===== src/rtl/hazard_pkg.sv =====
// Shared types and constants for the pipeline hazard controller.
// The optional perf counters are enabled with the HAZARD_PERF_EN macro.
package hazard_pkg;

    typedef enum logic {
        RUN     = 1'b0,
        MD_BUSY = 1'b1
    } state_e;

    localparam logic [4:0] REG_X0         = 5'd0;
    localparam int         MD_TIMEOUT_DEF = 64;
    localparam int         CNT_W_DEF      = 32;

    // True when an operand the ID instruction actually reads names the EX destination.
    function automatic logic src_hit(input logic       use_src,
                                     input logic [4:0] src_id,
                                     input logic [4:0] dst_id);
        return use_src && (src_id == dst_id);
    endfunction

endpackage


===== src/rtl/hazard_perf_cnt.sv =====
// Three saturating event counters (load-use stalls, branch flushes, mul/div busy cycles).
// Instantiated by hazard_ctrl only when HAZARD_PERF_EN is defined.
module hazard_perf_cnt #(
    parameter int CNT_W = 32
) (
    input  logic             clk,
    input  logic             rst_n,
    input  logic             stall_inc,
    input  logic             flush_inc,
    input  logic             md_inc,
    output logic [CNT_W-1:0] stall_cnt,
    output logic [CNT_W-1:0] flush_cnt,
    output logic [CNT_W-1:0] md_cnt
);

    // Holds at all-ones instead of wrapping so a long run never reads as a short one.
    function automatic logic [CNT_W-1:0] bump(input logic [CNT_W-1:0] cnt, input logic en);
        return (en && (cnt != '1)) ? cnt + CNT_W'(1) : cnt;
    endfunction

    always_ff @(posedge clk or negedge rst_n) begin
        if (!rst_n) begin
            stall_cnt <= '0;
            flush_cnt <= '0;
            md_cnt    <= '0;
        end else begin
            stall_cnt <= bump(stall_cnt, stall_inc);
            flush_cnt <= bump(flush_cnt, flush_inc);
            md_cnt    <= bump(md_cnt, md_inc);
        end
    end

endmodule


===== src/rtl/hazard_ctrl.sv =====
// Stall/flush sequencing for the 5-stage core: load-use bubbles, branch flushes, mul/div freeze.
// Define HAZARD_PERF_EN to add the stall_cnt / flush_cnt / md_cnt performance counters.
module hazard_ctrl
    import hazard_pkg::*;
#(
    parameter int MD_TIMEOUT = MD_TIMEOUT_DEF
`ifdef HAZARD_PERF_EN
    ,
    parameter int CNT_W = CNT_W_DEF
`endif
) (
    input  logic       clk,
    input  logic       rst_n,
    input  logic [4:0] id_rs1_id,
    input  logic [4:0] id_rs2_id,
    input  logic       id_use_rs1,
    input  logic       id_use_rs2,
    input  logic [4:0] ex_rdst_id,
    input  logic       ex_mem_read,
    input  logic       ex_br_taken,
    input  logic       ex_md_start,
    input  logic       md_done,
    output logic       pc_we,
    output logic       if_id_we,
    output logic       if_id_flush,
    output logic       id_ex_we,
    output logic       id_ex_flush,
    output logic       ex_mem_flush,
    output logic       md_busy,
    output logic       md_err
`ifdef HAZARD_PERF_EN
    ,
    output logic [CNT_W-1:0] stall_cnt,
    output logic [CNT_W-1:0] flush_cnt,
    output logic [CNT_W-1:0] md_cnt
`endif
);

    localparam int            TW       = $clog2(MD_TIMEOUT);
    localparam logic [TW-1:0] TMR_LAST = TW'(MD_TIMEOUT - 1);

    state_e        state;
    state_e        state_nxt;
    logic [TW-1:0] tmr;
    logic          load_use;
    logic          err_set;

    // A load into x0 never produces a value, so it can never be a hazard.
    assign load_use = ex_mem_read && (ex_rdst_id != REG_X0) &&
                      (src_hit(id_use_rs1, id_rs1_id, ex_rdst_id) ||
                       src_hit(id_use_rs2, id_rs2_id, ex_rdst_id));

    always_ff @(posedge clk or negedge rst_n) begin
        if (!rst_n) begin
            state  <= RUN;
            tmr    <= '0;
            md_err <= 1'b0;
        end else begin
            state <= state_nxt;
            if ((state == MD_BUSY) && (state_nxt == MD_BUSY)) begin
                tmr <= tmr + TW'(1);
            end else begin
                tmr <= '0;
            end
            if (err_set) begin
                md_err <= 1'b1;
            end
        end
    end

    always_comb begin
        state_nxt    = state;
        err_set      = 1'b0;
        pc_we        = 1'b1;
        if_id_we     = 1'b1;
        id_ex_we     = 1'b1;
        if_id_flush  = 1'b0;
        id_ex_flush  = 1'b0;
        ex_mem_flush = 1'b0;
        md_busy      = 1'b0;
        case (state)
            RUN: begin
                // Priority: mul/div issue, then redirect (squashes the stalled op), then load-use.
                if (ex_md_start) begin
                    pc_we        = 1'b0;
                    if_id_we     = 1'b0;
                    id_ex_we     = 1'b0;
                    ex_mem_flush = 1'b1;
                    state_nxt    = MD_BUSY;
                end else if (ex_br_taken) begin
                    if_id_flush = 1'b1;
                    id_ex_flush = 1'b1;
                end else if (load_use) begin
                    pc_we       = 1'b0;
                    if_id_we    = 1'b0;
                    id_ex_flush = 1'b1;
                end
            end
            MD_BUSY: begin
                md_busy = 1'b1;
                if (md_done) begin
                    state_nxt = RUN;
                end else begin
                    pc_we        = 1'b0;
                    if_id_we     = 1'b0;
                    id_ex_we     = 1'b0;
                    ex_mem_flush = 1'b1;
                    if (tmr == TMR_LAST) begin
                        err_set   = 1'b1;
                        state_nxt = RUN;
                    end
                end
            end
            default: state_nxt = RUN;
        endcase
        // Hold every stage register frozen and empty while reset is asserted.
        if (!rst_n) begin
            pc_we        = 1'b0;
            if_id_we     = 1'b0;
            id_ex_we     = 1'b0;
            if_id_flush  = 1'b1;
            id_ex_flush  = 1'b1;
            ex_mem_flush = 1'b1;
            md_busy      = 1'b0;
        end
    end

`ifdef HAZARD_PERF_EN
    logic stall_evt;
    logic flush_evt;
    logic md_evt;

    assign stall_evt = (state == RUN) && !ex_md_start && !ex_br_taken && load_use;
    assign flush_evt = (state == RUN) && !ex_md_start && ex_br_taken;
    assign md_evt    = (state == MD_BUSY);

    hazard_perf_cnt #(
        .CNT_W(CNT_W)
    ) u_perf (
        .clk      (clk),
        .rst_n    (rst_n),
        .stall_inc(stall_evt),
        .flush_inc(flush_evt),
        .md_inc   (md_evt),
        .stall_cnt(stall_cnt),
        .flush_cnt(flush_cnt),
        .md_cnt   (md_cnt)
    );
`endif

endmodule


===== config.mk =====
export PLATFORM = sky130hd
export DESIGN_NAME = hazard_ctrl
export DESIGN_NICKNAME = d
export VERILOG_FILES = /design/src/rtl/hazard_pkg.sv /design/src/rtl/hazard_perf_cnt.sv /design/src/rtl/hazard_ctrl.sv
export SDC_FILE = /design/constraint.sdc
export NUM_CORES = 1
export LEC_CHECK = 0
export CAP_MARGIN = 0
export CORE_MARGIN = 2
export CORE_UTILIZATION = 32
export DETAILED_ROUTE_END_ITERATION = 16
export PLACE_DENSITY = 0.79
export SLEW_MARGIN = 40
export SYNTH_ARGS = -nofsm -noshare
export SYNTH_HDL_FRONTEND = slang
export SYNTH_SLANG_ARGS = --single-unit

===== constraint.sdc =====
create_clock -name clk -period 1.5 [get_ports clk]
set_clock_uncertainty 0.1 [all_clocks]
set_input_delay 0.3 -clock clk [delete_from_list [all_inputs] [get_ports clk]]
set_output_delay 0.3 -clock clk [all_outputs]
set_load 0.005 [all_outputs]

# --- Word-level counts from Yosys, hierarchy flattened ---
# Index checks and enable logic that the tools add are counted.
op_classes:
  n_eq_ne: 3
  n_bitwise: 1
  mux: 31
  add_sub_neg: 1
  n_reduce_logical: 7
ops:
  columns: ["operator", "n"]
  rows:
  - ["two-way mux 1 bit", 26]
  - ["equality test 5 bit", 2]
  - ["one-hot mux 1 bit (2 select lines)", 4]
  - ["adder 6 x 1 -> 6 bit, second input constant", 1]
  - ["equality test 6 bit, second input constant", 1]
  - ["two-way mux 6 bit", 1]
  - ["logical AND 1 bit", 5]
  - ["nonzero test 5 bit", 1]
  - ["logical OR 1 bit", 1]
  - ["inverter 1 bit", 1]
totals:
  word_cells: 46
  ff_bits: 8
  output_inout_bits: 8
  inputBits: 23

# --- Longest topological paths before layout ---
depth:
  depth_word: 9
  mapped_depth: 5

# --- Worst setup path before layout ---
# OpenSTA, ideal clock, no wires.
synth_path:
  kind: "input to output"
  from: "input ex_rdst_id[1]"
  to: "output pc_we"
  slack_ns: -0.170
  required_time_ns: 1.100
  arrival_ns: 1.270
  cell_stages: 5
  path_cell_list: "or4_1 -> o21ai_1 -> or3_1 -> o21ba_2 -> buf_4"
synth_via:
  elab_chain_len: 9
  elab_cells_between_ends: 13
  classes_between: "2 x eq/ne; 5 x mux; 6 x reduce/logical"
synth_lines:
  columns: ["item", "line_no", "text"]
  rows:
  - ["from (decl)", "hazard_ctrl.sv:18", "input logic [4:0] ex_rdst_id,"]
  - ["equality test 5 bit", "hazard_pkg.sv:18", "return use_src && (src_id == dst_id);"]
  - ["logical AND 1 bit", "hazard_pkg.sv:18", null]
  - ["logical OR 1 bit", "hazard_ctrl.sv:50", "(src_hit(id_use_rs1, id_rs1_id, ex_rdst_id) ||"]
  - ["logical AND 1 bit (*)", "hazard_ctrl.sv:49", "assign load_use = ex_mem_read && (ex_rdst_id != REG_X0) &&"]
  - ["two-way mux 1 bit (*) (3 in a row)", null, null]
  - ["one-hot mux 1 bit (2 select lines) (*)", null, null]
  - ["two-way mux 1 bit (*)", null, null]
  - ["to (decl)", "hazard_ctrl.sv:23", "output logic pc_we,"]
# Every way passes the cells marked *; elsewhere a longest branch is shown, timed or not.

# --- Worst setup path after layout ---
layout_path:
  from: "input id_rs1_id[1]"
  to: "output if_id_we"
layout_via:
  elab_chain_len: 9
layout_lines:
  columns: ["item", "line_no", "text"]
  rows:
  - ["from (decl)", "hazard_ctrl.sv:14", "input logic [4:0] id_rs1_id,"]
  - ["equality test 5 bit", "hazard_pkg.sv:18", null]
  - ["logical AND 1 bit", "hazard_pkg.sv:18", null]
  - ["logical OR 1 bit", "hazard_ctrl.sv:50", null]
  - ["logical AND 1 bit", "hazard_ctrl.sv:49", null]
  - ["two-way mux 1 bit", "hazard_ctrl.sv:93", "end else if (load_use) begin"]
  - ["two-way mux 1 bit", "hazard_ctrl.sv:90", "end else if (ex_br_taken) begin"]
  - ["two-way mux 1 bit", "hazard_ctrl.sv:84", "if (ex_md_start) begin"]
  - ["one-hot mux 1 bit (2 select lines)", "hazard_ctrl.sv:81", "case (state)"]
  - ["two-way mux 1 bit", "hazard_ctrl.sv:117", "if (!rst_n) begin"]
  - ["to (decl)", "hazard_ctrl.sv:24", "output logic if_id_we,"]
# No other way between the ends.

==> metrics.md <==
| Metric | Value |
|---|---|
| Via/cell ratio | `4.925` |
| Most numerous cell in the Yosys netlist | `xor2_1` |
| Syn nets | `83` |
| Die Ht | `44.77 microns` |
| Ys async rst share | `1.000` |
| Commonest cells in the netlist | `xor2_1, dfrtp_1, nor2_1` |
| Antenna Nets Post-Route | `0` |
| Largest net degree at the start of global routing | `9` |
| Layout cell share with drive strength beyond 1 | `0.4231` |
| Clock sink total | `8` |
| Leak Pwr | `0.4920 nW` |
| Largest cells by area after synthesis | `dfrtp_1, xor2_1, xnor2_1` |
| Vias | `591` |
| Worst EP required | `1.10 ns` |
| Pwr Density | `641.4 mW/mm^2` |
| Worst slew pin tran | `0.2682 ns` |
| Yosys Warn Count | `0` |
| Cell Area, Synth | `531.8 sq um` |
| DRC viols | `0` |
| Syn Area/Cell | `9.013 sq um` |
| Worst Path Arrival | `1.45 ns` |
| Synth Register Bits | `8` |
| Fin cells | `120` |
| Placed cell areas | `904.6 sq um` |
| Dpl ws | `-1.095 ns` |
| Hold Crit Class | `in2async` |
| Final min period | `1.853 ns` |
| Hold_buf cts | `0` |
| Worst-case clock buffer depth | `2` |
| Slew Limit Headroom | `0.8197` |
| Core ar. | `0.001524 sq mm` |
| Max-slew violations | `0` |
| Total congestion overflow | `0` |
| Synth top area share | `0.3765` |
| Post-synth EDFFs | `0` |
| Area growth from synthesis to layout | `90.12%` |
| Synthesized netlist cell count | `59` |
| First-pass GRT wire length | `2511 microns` |
| Overall die area | `0.002004 sq mm` |
| Final worst path period share | `1.235` |
| CTS tree | `built` |
| GPL Wtd Cong | `0.8401` |
| CTS Buf Count | `3` |
| Clock Pin Slew Worst Setup and Hold Paths | `0.06 ns` |
| Detailed Route WL | `1632 microns` |
| Antenna violations before repair | `0` |
| Synth cell types | `23` |
| Die Wd | `44.77 microns` |
| Critical Path Source Type | `primary input` |
| Starting DRT DRC Count | `9` |
| Area leader, netlist | `dfrtp_1` |
| Max Clk Rate | `0.5397 GHz` |
| Violated checks | `setup timing` |
| Vias in the first global route | `562` |
| Diodes inserted | `0` |
| Avg WL per Cell | `13.60 microns` |
| Fin. Hold Viols | `0` |
| CP max FO | `2` |
| Element type at the critical path end | `output port` |
| Max-capacitance violation count | `0` |
| Post-DP HPWL | `1250 microns` |
| # rows | `14` |
| Clock root buffer | `clkbuf_4` |
| Final TNS setup | `-1.450 ns` |
| GRT Overall Usage | `0.1772` |
| Final total power | `0.0006485 W` |
| Placed insts | `112` |
| Setup violators final | `6` |
| DRT Pass-1 Iters | `4` |
| Worst setup margin | `-0.3530 ns` |
| Seq/Total Area, Yosys | `0.3765` |
| H-tree depth | `1` |
| Design Area, Final | `0.001011 sq mm` |
| PortBufs | `30` |
| Unrepaired setup endpoints after global routing | `true` |
| Initial Utilization | `0.3489` |
| Nets | `130` |
| Setup Crit Path Kind | `in2out` |
| I/O pins | `31` |
| Peak supply drop | `0.3266 mV` |
| Worst-Skew Late Latency | `0.26 ns` |
| Post-synth top flop | `dfrtp_1` |
| Status | `finished with violations` |
## sequential cells by signal, summed over array words and instances, names as in the netlist
name	cells
md_err	1
state	1
tmr	6
## path summary, 6_finish.rpt
check | from | to | slack [ns] | cells after the start
worst max-delay path | id_rs1_id[1] | if_id_we | -0.35 | 6
worst min register to register | tmr[0]$_DFF_PN0_ | tmr[0]$_DFF_PN0_ | 0.36 | 1
worst min-delay path | rst_n | tmr[0]$_DFF_PN0_ | 0.20 | 3
max in group asynchronous | rst_n | state$_DFF_PN0_ | 0.96 | 3
worst max register to register | state$_DFF_PN0_ | state$_DFF_PN0_ | 0.18 | 5
min in group clk | tmr[0]$_DFF_PN0_ | tmr[0]$_DFF_PN0_ | 0.36 | 1
## timing repair
item,CTS,global route
pin swaps,14,7
gates resized for setup,79,18
buffers inserted,4,1
setup endpoints to repair,7,7
## final cells by class
type / count / area [sq um]
clock buffers: 3 / 22.52
flip-flops and latches: 8 / 201.4
multi-input cells: 47 / 376.6
well taps: 16 / 20.02
fillers: 117 / 513.0
inverters: 3 / 11.26
repair buffers: 43 / 379.1
## cells in the final DEF, fill, tap and decap left out
cell type / instances
inv_2: 1
clkbuf_2: 3
dlymetal6s2s_1: 1
and2_0: 1
and3_1: 1
dfrtp_1: 7
xor2_2: 1
or3_4: 1
o21ai_2: 1
o21bai_1: 2
o21ai_0: 1
nand2_1: 3
nand2b_1: 2
xor2_1: 9
buf_2: 4
buf_8: 1
or3_1: 1
ha_1: 1
and2_4: 2
buf_6: 10
o21ai_4: 1
clkbuf_4: 3
nor2_4: 1
or4_1: 1
clkdlybuf4s50_1: 4
o21ba_4: 1
clkdlybuf4s15_1: 1
dlygate4sd2_1: 9
dfrtp_2: 1
nor4_2: 2
inv_1: 2
nor2_1: 7
nand3_1: 3
xnor2_1: 4
buf_4: 10
a32oi_2: 1
## worst max-delay path: stages
cell and delay (ns):
dlygate4sd2_1 0.24, xor2_1 0.15, nor4_2 0.30, a32oi_2 0.10, o21ba_4 0.25, buf_6 0.11
## logic make-up (layout without fill, tap and decap cells)
group           count (synthesis)  after routing  share of synthesized area
compound gates                  7              7                    0.09175
simple gates                   25             25                     0.2424
fa+ha+maj                       1              1                    0.02353
buf+inv                         4             49                    0.03530
flops                           8              8                     0.3765
xor+xnor                       14             14                     0.2306
## metrics by stage
| step | util | hold WS [ns] |
|---|---|---|
| detailed placement | 0.5936 | 0.3540 |
| global route | 0.6634 | 0.2157 |
| floorplan | - | -0.09559 |
| global placement | 0.5936 | 0.3505 |
| finish | 0.6634 | 0.2021 |
| CTS | 0.6281 | 0.1637 |
## power breakdown
| part | switching [W] | internal [W] |
|---|---|---|
| Clock | 0.0000772 | 0.0000918 |
| Sequential | 0.0000117 | 0.000225 |
| Combinational | 0.0000919 | 0.000151 |
| Total | 0.000181 | 0.000468 |
## per-layer routing
layer  up-vias  wire (microns)  global-route usage
met5         -               0                   0
met4         0              44              0.1091
met3         7              46             0.02000
met2        19             869              0.2957
met1       276             671              0.2172
li1        289               -                   -
Power figures use the tool's default switching activity.
